**config.mk**
```make
export PLATFORM = sky130hd
export DESIGN_NAME = level_judge
export DESIGN_NICKNAME = d
export VERILOG_FILES = /design/src/rtl/level_judge_pkg.sv /design/src/rtl/level_judge_down_counter.sv /design/src/rtl/level_judge.sv
export SDC_FILE = /design/constraint.sdc
export NUM_CORES = 1
export LEC_CHECK = 0
export CAP_MARGIN = 5
export CORE_MARGIN = 1
export CORE_UTILIZATION = 50
export CTS_CLUSTER_DIAMETER = 40
export DETAILED_ROUTE_END_ITERATION = 16
export PLACE_DENSITY = 0.78
export SLEW_MARGIN = 10
export SYNTH_ARGS = -nofsm -noshare
export SYNTH_HDL_FRONTEND = slang
export SYNTH_SLANG_ARGS = --single-unit
```
**constraint.sdc**
```tcl
create_clock -name clk -period 2.2 [get_ports clk]
set_input_delay 0.44 -clock clk [delete_from_list [all_inputs] [get_ports clk]]
set_output_delay 0.44 -clock clk [all_outputs]
set_load 0.01 [all_outputs]
```
**src/rtl/level_judge_pkg.sv**
```systemverilog
// level_judge_pkg
// Shared types, default round constants and target/round-time helpers for
// the level judge. The helpers take the tuning values as arguments so a
// parameterised judge instance can reuse them with its own overrides.
package level_judge_pkg;

    typedef enum logic [2:0] {
        IDLE = 3'd0,
        LOAD = 3'd1,
        PLAY = 3'd2,
        PASS = 3'd3,
        FAIL = 3'd4
    } state_t;

    localparam int BASE_HITS_DEF    = 3;
    localparam int WORLD2_EXTRA_DEF = 2;
    localparam int TIME_BASE_DEF    = 60;
    localparam int TIME_STEP_DEF    = 5;
    localparam int TIME_MIN_DEF     = 20;
    localparam int LIVES_DEF        = 3;

    // Hits needed to clear a level; world 2 adds a fixed surcharge.
    function automatic logic [3:0] target_hits(
        input logic [2:0] level,
        input logic       world,
        input int         base_hits,
        input int         world2_extra
    );
        int total;
        total = base_hits + int'(level) + (world ? world2_extra : 0);
        return 4'(total);
    endfunction

    // Round time shrinks with level. The subtraction is done in 9-bit
    // two's complement so a large level*step goes negative (instead of
    // wrapping to a big positive value) and is then clamped to the floor.
    function automatic logic [7:0] round_time(
        input logic [2:0] level,
        input int         time_base,
        input int         time_step,
        input int         time_min
    );
        logic signed [8:0] t;
        logic signed [8:0] floor_t;
        t       = 9'(time_base) - 9'(level) * 9'(time_step);
        floor_t = 9'(time_min);
        if (t < floor_t)
            return 8'(time_min);
        return t[7:0];
    endfunction

endpackage

```
**src/rtl/level_judge_down_counter.sv**
```systemverilog
// judge_down_counter
// Loadable, enable-gated down-counter that sticks at zero.
// Ports:
//   clk, reset    clock, asynchronous active-high reset (count -> RST_VAL)
//   load          load load_val (takes priority over dec)
//   load_val      value to load
//   dec           decrement by one when count is nonzero
//   count         current value
//   zero          count == 0
module judge_down_counter #(
    parameter int           W       = 4,
    parameter logic [W-1:0] RST_VAL = '0
) (
    input  logic         clk,
    input  logic         reset,
    input  logic         load,
    input  logic [W-1:0] load_val,
    input  logic         dec,
    output logic [W-1:0] count,
    output logic         zero
);

    always_ff @(posedge clk or posedge reset) begin
        if (reset)
            count <= RST_VAL;
        else if (load)
            count <= load_val;
        else if (dec && (count != '0))
            count <= count - 1'b1;
    end

    assign zero = (count == '0);

endmodule

```
**src/rtl/level_judge.sv**
```systemverilog
// level_judge
// Runs one timed round per start request and reports win/loss to the game FSM.
// Ports:
//   clk, reset       clock, asynchronous active-high reset
//   level, world     current level/world, sampled when start is accepted
//   start            begin a round (honoured only when idle)
//   tick             timebase strobe
//   hit, miss        qualified player events
//   level_passed     1-cycle pulse, round won
//   level_failed     1-cycle pulse, round lost
//   busy             round loading or in play
//   hits_remaining   targets still needed
//   time_left        ticks remaining
//   lives_left       lives remaining
module level_judge
    import level_judge_pkg::*;
#(
    parameter int BASE_HITS    = BASE_HITS_DEF,
    parameter int WORLD2_EXTRA = WORLD2_EXTRA_DEF,
    parameter int TIME_BASE    = TIME_BASE_DEF,
    parameter int TIME_STEP    = TIME_STEP_DEF,
    parameter int TIME_MIN     = TIME_MIN_DEF,
    parameter int LIVES        = LIVES_DEF
) (
    input  logic       clk,
    input  logic       reset,
    input  logic [2:0] level,
    input  logic       world,
    input  logic       start,
    input  logic       tick,
    input  logic       hit,
    input  logic       miss,
    output logic       level_passed,
    output logic       level_failed,
    output logic       busy,
    output logic [3:0] hits_remaining,
    output logic [7:0] time_left,
    output logic [1:0] lives_left
);

    state_t     state;
    logic [2:0] level_q;
    logic       world_q;

    logic hits_zero, time_zero, lives_zero;
    logic in_play, load;
    logic hit_win, hits_dec, lives_dec, time_dec;
    logic lives_out, time_out;

    assign in_play = (state == PLAY);
    assign load    = (state == LOAD);

    // The winning hit pre-empts any miss or tick arriving in the same cycle,
    // so those counters are left untouched on that cycle.
    assign hit_win   = in_play && hit && (hits_remaining == 4'd1);
    assign hits_dec  = in_play && hit;
    assign lives_dec = in_play && miss && !hit_win;
    assign time_dec  = in_play && tick && !hit_win;
    assign lives_out = lives_dec && (lives_left == 2'd1);
    assign time_out  = time_dec && (time_left == 8'd1);

    judge_down_counter #(.W(4), .RST_VAL(4'd0)) u_hits (
        .clk      (clk),
        .reset    (reset),
        .load     (load),
        .load_val (target_hits(level_q, world_q, BASE_HITS, WORLD2_EXTRA)),
        .dec      (hits_dec),
        .count    (hits_remaining),
        .zero     (hits_zero)
    );

    judge_down_counter #(.W(8), .RST_VAL(8'd0)) u_time (
        .clk      (clk),
        .reset    (reset),
        .load     (load),
        .load_val (round_time(level_q, TIME_BASE, TIME_STEP, TIME_MIN)),
        .dec      (time_dec),
        .count    (time_left),
        .zero     (time_zero)
    );

    judge_down_counter #(.W(2), .RST_VAL(2'(LIVES))) u_lives (
        .clk      (clk),
        .reset    (reset),
        .load     (load),
        .load_val (2'(LIVES)),
        .dec      (lives_dec),
        .count    (lives_left),
        .zero     (lives_zero)
    );

    always_ff @(posedge clk or posedge reset) begin
        if (reset) begin
            state        <= IDLE;
            level_q      <= '0;
            world_q      <= 1'b0;
            level_passed <= 1'b0;
            level_failed <= 1'b0;
            busy         <= 1'b0;
        end else begin
            case (state)
                IDLE: begin
                    level_passed <= 1'b0;
                    level_failed <= 1'b0;
                    if (start) begin
                        level_q <= level;
                        world_q <= world;
                        busy    <= 1'b1;
                        state   <= LOAD;
                    end
                end
                LOAD: state <= PLAY;
                PLAY: begin
                    // A counter already at zero in play (degenerate tuning)
                    // ends the round rather than stalling it.
                    if (hit_win || hits_zero) begin
                        level_passed <= 1'b1;
                        busy         <= 1'b0;
                        state        <= PASS;
                    end else if (lives_out || time_out || lives_zero || time_zero) begin
                        level_failed <= 1'b1;
                        busy         <= 1'b0;
                        state        <= FAIL;
                    end
                end
                PASS: begin
                    level_passed <= 1'b0;
                    state        <= IDLE;
                end
                FAIL: begin
                    level_failed <= 1'b0;
                    state        <= IDLE;
                end
                default: begin
                    level_passed <= 1'b0;
                    level_failed <= 1'b0;
                    busy         <= 1'b0;
                    state        <= IDLE;
                end
            endcase
        end
    end

endmodule

```
# After elaboration in Yosys (flattened, before gate mapping)
# Index checks and enable logic that the tools add are counted.
# word_totals
regBits	24
word_cells	89
input_bits	10
out_inout_bits	17
# op_classes
n_eq_ne	12
n_lt_le_gt_ge	1
n_bitwise	3
multipliers	1
n_mux	23
n_addsub	6
reduce_logical	34
# op_table
op	count
8-bit two-way mux	4
1-bit logical AND	11
3-bit two-way mux	3
3-bit one-hot mux with 3 select lines	1
8-bit by 1-bit equality test with 1-bit output, second input constant	1
8-bit zero test	1
4-bit two-way mux	2
2-bit nonzero test	4
8-bit nonzero test	1
8-bit by 1-bit subtractor with 8-bit output, second input constant	1
7-bit by 6-bit < comparator with 1-bit output, second input constant	1
1-bit two-way mux	7
6-bit by 6-bit subtractor with 7-bit output, first input constant	1
3-bit by 2-bit equality test with 1-bit output, second input constant	2
3-bit by 3-bit multiplier with 6-bit output, second input constant	1
2-bit two-way mux	3
2-bit AND reduction	3
3-bit AND reduction	2
2-bit by 3-bit adder with 4-bit output, first input constant	1
4-bit by 2-bit adder with 4-bit output	1
4-bit by 1-bit equality test with 1-bit output, second input constant	1
4-bit zero test	1
1-bit logical OR	4
2-bit by 1-bit != test with 1-bit output, second input constant	2
16 further kinds	21

# Longest topological paths before layout
# logic_depth
depth_word	12
depth_mapped	8
mapped_depth_nobuf	7

# Cells and area by module
# A second synthesis with hierarchy kept.
# unflattened
hier_cells	183
hier_area_um2	1634.1
# modules_own_cells
mod	seq_area_each_um2	area_each_um2	cells_per_inst	n_inst
level_judge	250.2	739.5	89	1
judge_down_counter (u_time)	200.2	495.5	53	1
judge_down_counter (u_hits)	100.1	261.5	28	1
judge_down_counter (u_lives)	52.6	137.6	13	1

# Worst setup path before layout
# No wires, ideal clock.
# synth_timing
path_type	flip-flop to flip-flop
startpoint	register u_time.count[0]
endpoint	register u_time.count[6]
arrival_time_ps	1852
n_path_buf	1
period_less_slack_ps	1918
setup_ps	66
slack_ps	282
required_time_ps	2134
path_stages_with_launch	8
path_cell_list	dfrtp_1 > inv_1 > ha_1 > and4bb_2 > or2_1 > clkbuf_2 > or4_1 > nand2_1
# synth_between
elab_chain_len	3
word_cells_on_any_way	6
cone_classes	add/sub: 1; mux: 2; reduce/logical: 3
# synth_rtl
item	line_no	text
from (decl)	level_judge_down_counter.sv:19	output logic [W-1:0] count,
from (signal assigned)	level_judge_down_counter.sv:27	count <= load_val;
from (signal assigned)	level_judge_down_counter.sv:29	count <= count - 1'b1;
8-bit by 1-bit subtractor with 8-bit output or 8-bit nonzero test (tied branches)	level_judge_down_counter.sv:29, level_judge_down_counter.sv:28	
8-bit two-way mux or 1-bit logical AND (tied branches)	level_judge_down_counter.sv:28	else if (dec && (count != '0))
8-bit two-way mux or 2-bit nonzero test (tied branches)	-	
# Several ways; a longest one is shown, not always the timed one. The select of a mux whose other input is x is not followed.
# A chain may end at the register's enable or synchronous reset.

# Worst setup path after layout
# Ends and elaborated chain as after synthesis.

==> flow_metrics.env <==
export IMPL_synth_top_area_frac=0.3586
export IMPL_cts_resized=0
export IMPL_drtIter0Drc=59
export IMPL_yosys_top_cells_area="dfrtp_1 36%, ha_1 11%, xnor2_1 5.7%"
export IMPL_cellLeakagePower_nw=0.8137
export IMPL_setup_viol=0
export IMPL_max_slew_margin=0.6257
export IMPL_min_path_type="input pin to asynchronous set/reset pin"
export IMPL_synth_largest_area_cell="dfrtp_1"
export IMPL_rsz0062_at_grt="false"
export IMPL_syn2layout_area_growth_pct=22.33
export IMPL_synth_seq_cells=24
export IMPL_vias=1263
export IMPL_synth_most_common_cell="dfrtp_1"
export IMPL_cts_tree="yes"
export IMPL_final_max_slew_viol_count=0
export IMPL_synthDistinctLibCells=43
export IMPL_drcViolationCount=3
export IMPL_reg2regPathDepth=6
export IMPL_seqPwrFrac=0.326
export IMPL_synth_async_sr_flop_share=1.000
export IMPL_grt_ovfl_total=0
export IMPL_placed_cells=218
export IMPL_drtPass1Iterations=10
export IMPL_path_clk_slew_ps=140
export IMPL_grt_usage=0.2170
export IMPL_antenna_found_initial=0
export IMPL_core_um2=2829
export IMPL_cp_end_kind="register"
export IMPL_avgSynthCellArea_um2=9.419
export IMPL_clkPwrFrac=0.122
export IMPL_h_tree_depth=1
export IMPL_critPathLaunchType="register"
export IMPL_port_buffers=26
export IMPL_violations="design-rule violations"
export IMPL_synth_edff_count=0
export IMPL_place_hpwl_mm=2.429
export IMPL_p_per_area_nw_per_um2=1435
export IMPL_postPlaceCellArea_um2=1826
export IMPL_place_congestion=0.8253
export IMPL_hold_viol_final=0
export IMPL_grt_pass1_wl_mm=5.471
export IMPL_drt_total_wl_mm=3.234
export IMPL_period_share=0.9147
export IMPL_grt_pass1_vias=1209
export IMPL_intPower_mw=1.573
export IMPL_syn_nets=187
export IMPL_layout_nets=216
export IMPL_start_util=0.5427
export IMPL_status="complete, but fails checks"
export IMPL_io_pins=27
export IMPL_fmax_mhz=496.9
export IMPL_clock_latency_ps=320
export IMPL_drv_cap=0
export IMPL_ys_seq_area_frac=0.3928
export IMPL_critPathRequiredTime_ps=2470
export IMPL_synthCells=163
export IMPL_ys_warn_count=0
export IMPL_layout_min_cycle_time_ps=2012
export IMPL_ir_drop_v=0.0007347
export IMPL_synth_ff_type="dfrtp_1"
export IMPL_pwr_share_comb=0.552
export IMPL_total_power_mw=2.695
export IMPL_dieArea_um2=3296
export IMPL_drive_above_1_share=0.07330
export IMPL_switching_share=0.4163
export IMPL_postLayoutCellArea_um2=1878
export IMPL_cp_data_arrival_time_ps=2280
export IMPL_die_x_um=57.41
export IMPL_path_max_fanout=7
export IMPL_ant_nets=0
export IMPL_cts_root_buf="clkbuf_4"
export IMPL_num_rows=19
export IMPL_tns_ps=0
export IMPL_postCtsSetupBuffers=0
export IMPL_path_class="register to register"
export IMPL_viasPerCell=5.689
export IMPL_skew_ps=5.233
export IMPL_cts_buffers_inserted=3
export IMPL_synth_common_cells="22 x dfrtp_1, 18 x nand2_1, 16 x inv_1"
export IMPL_antenna_cells=0
export IMPL_p_switching_mw=1.122
export IMPL_grt_max_degree=25
export IMPL_die_height_um=57.41
export IMPL_wl_per_cell_um=14.57
export IMPL_synthesis_area_um2=1535
export IMPL_cts_sinks=24
export IMPL_final_cells=222
export IMPL_max_slew_worst_pin_slew_ps=557.2
export IMPL_ctsHoldBuffers=0
export IMPL_cts_path_max_buffers=2
sequential cells by signal, summed over array words and instances (netlist names):
name and cells:
world_q 1, level_q 3, u_lives.count 2, level_failed 1, u_hits.count 4, level_passed 1
busy 1, u_time.count 8, state 3
worst max-delay path, cell delays in order, from the launching register on:
cell	delay [ps]
dfrtp_1	480
inv_1	100
ha_1	230
and4bb_2	300
or2_1	300
or4_1	480
nand2_1	80
per-layer routing:
layer	GRT usage	vias to the layer above	part of all wire
met5	0	-	0
met4	0.06272	0	0.013
met3	0.02041	5	0.036
met2	0.3887	34	0.52
met1	0.2774	603	0.43
li1	-	621	-
power by group through the flow:
stage	clock (mW)	sequential [mW]	combinational (mW)
6_report	0.330	0.878	1.49
4_1_cts	0.333	0.877	1.50
3_3_place_gp	0	0.875	1.43
3_5_place_dp	0	0.889	1.49
5_1_grt	0.343	0.907	1.70
2_1_floorplan	0	0.868	0.984
metrics by stage:
step,util,hold WS (ps),setup WS [ps]
final,0.6639,448.5,187.7
after global placement,0.6453,498.3,94.04
after global routing,0.6639,468.4,125.7
after detailed placement,0.6453,500.6,76.20
after floorplan,-,453.1,282.4
after CTS,0.6639,456.1,196.5
cell type report:
class	instances	area [µm²]
clock buffer	3	22.52
clock inverter	1	30.03
fill	258	950.9
inverter	16	60.06
multi-input combinational	117	833.3
sequential	24	603.1
tap	31	38.79
timing repair buffer	30	290.3
cell families after synthesis:
logic type | after synthesis | synth area share
simple gates | 61 | 0.2201
compound gates | 28 | 0.1214
flops | 24 | 0.3928
buf+inv | 22 | 0.06438
fa+ha+maj | 14 | 0.1190
xor+xnor | 11 | 0.06275
mux | 3 | 0.01956
final timing paths:
path                                  startpoint               end  slack, ps
worst max-delay path             u_time.count[0]   u_time.count[6]        190
worst min-delay path                       reset      level_failed        450
worst max register to register   u_time.count[0]   u_time.count[6]        190
worst min register to register  u_lives.count[1]  u_lives.count[1]        520
max in group asynchronous                  reset  u_lives.count[1]       1460
min in group clk                u_lives.count[1]  u_lives.count[1]        520
layout by cell type (no fill, tap or decap), types with 2 or more instances in the layout:
master,netlist,routed
a31oi_1,2,2
o21ai_0,5,5
nand3b_1,2,2
nor3_1,6,6
nor2b_1,2,2
nand2_1,18,18
dfstp_2,2,2
xnor2_1,10,10
nand2b_1,2,2
clkdlybuf4s50_1,0,26
dfrtp_1,22,22
nand3_1,5,5
nor3b_1,2,2
buf_4,2,4
nor2_1,10,10
nor4_1,3,3
o211ai_1,5,5
a21oi_1,8,8
clkbuf_4,0,3
mux2i_1,3,3
ha_1,13,13
nor4b_1,2,2
inv_1,16,16
(Power assumes the default switching activity.)
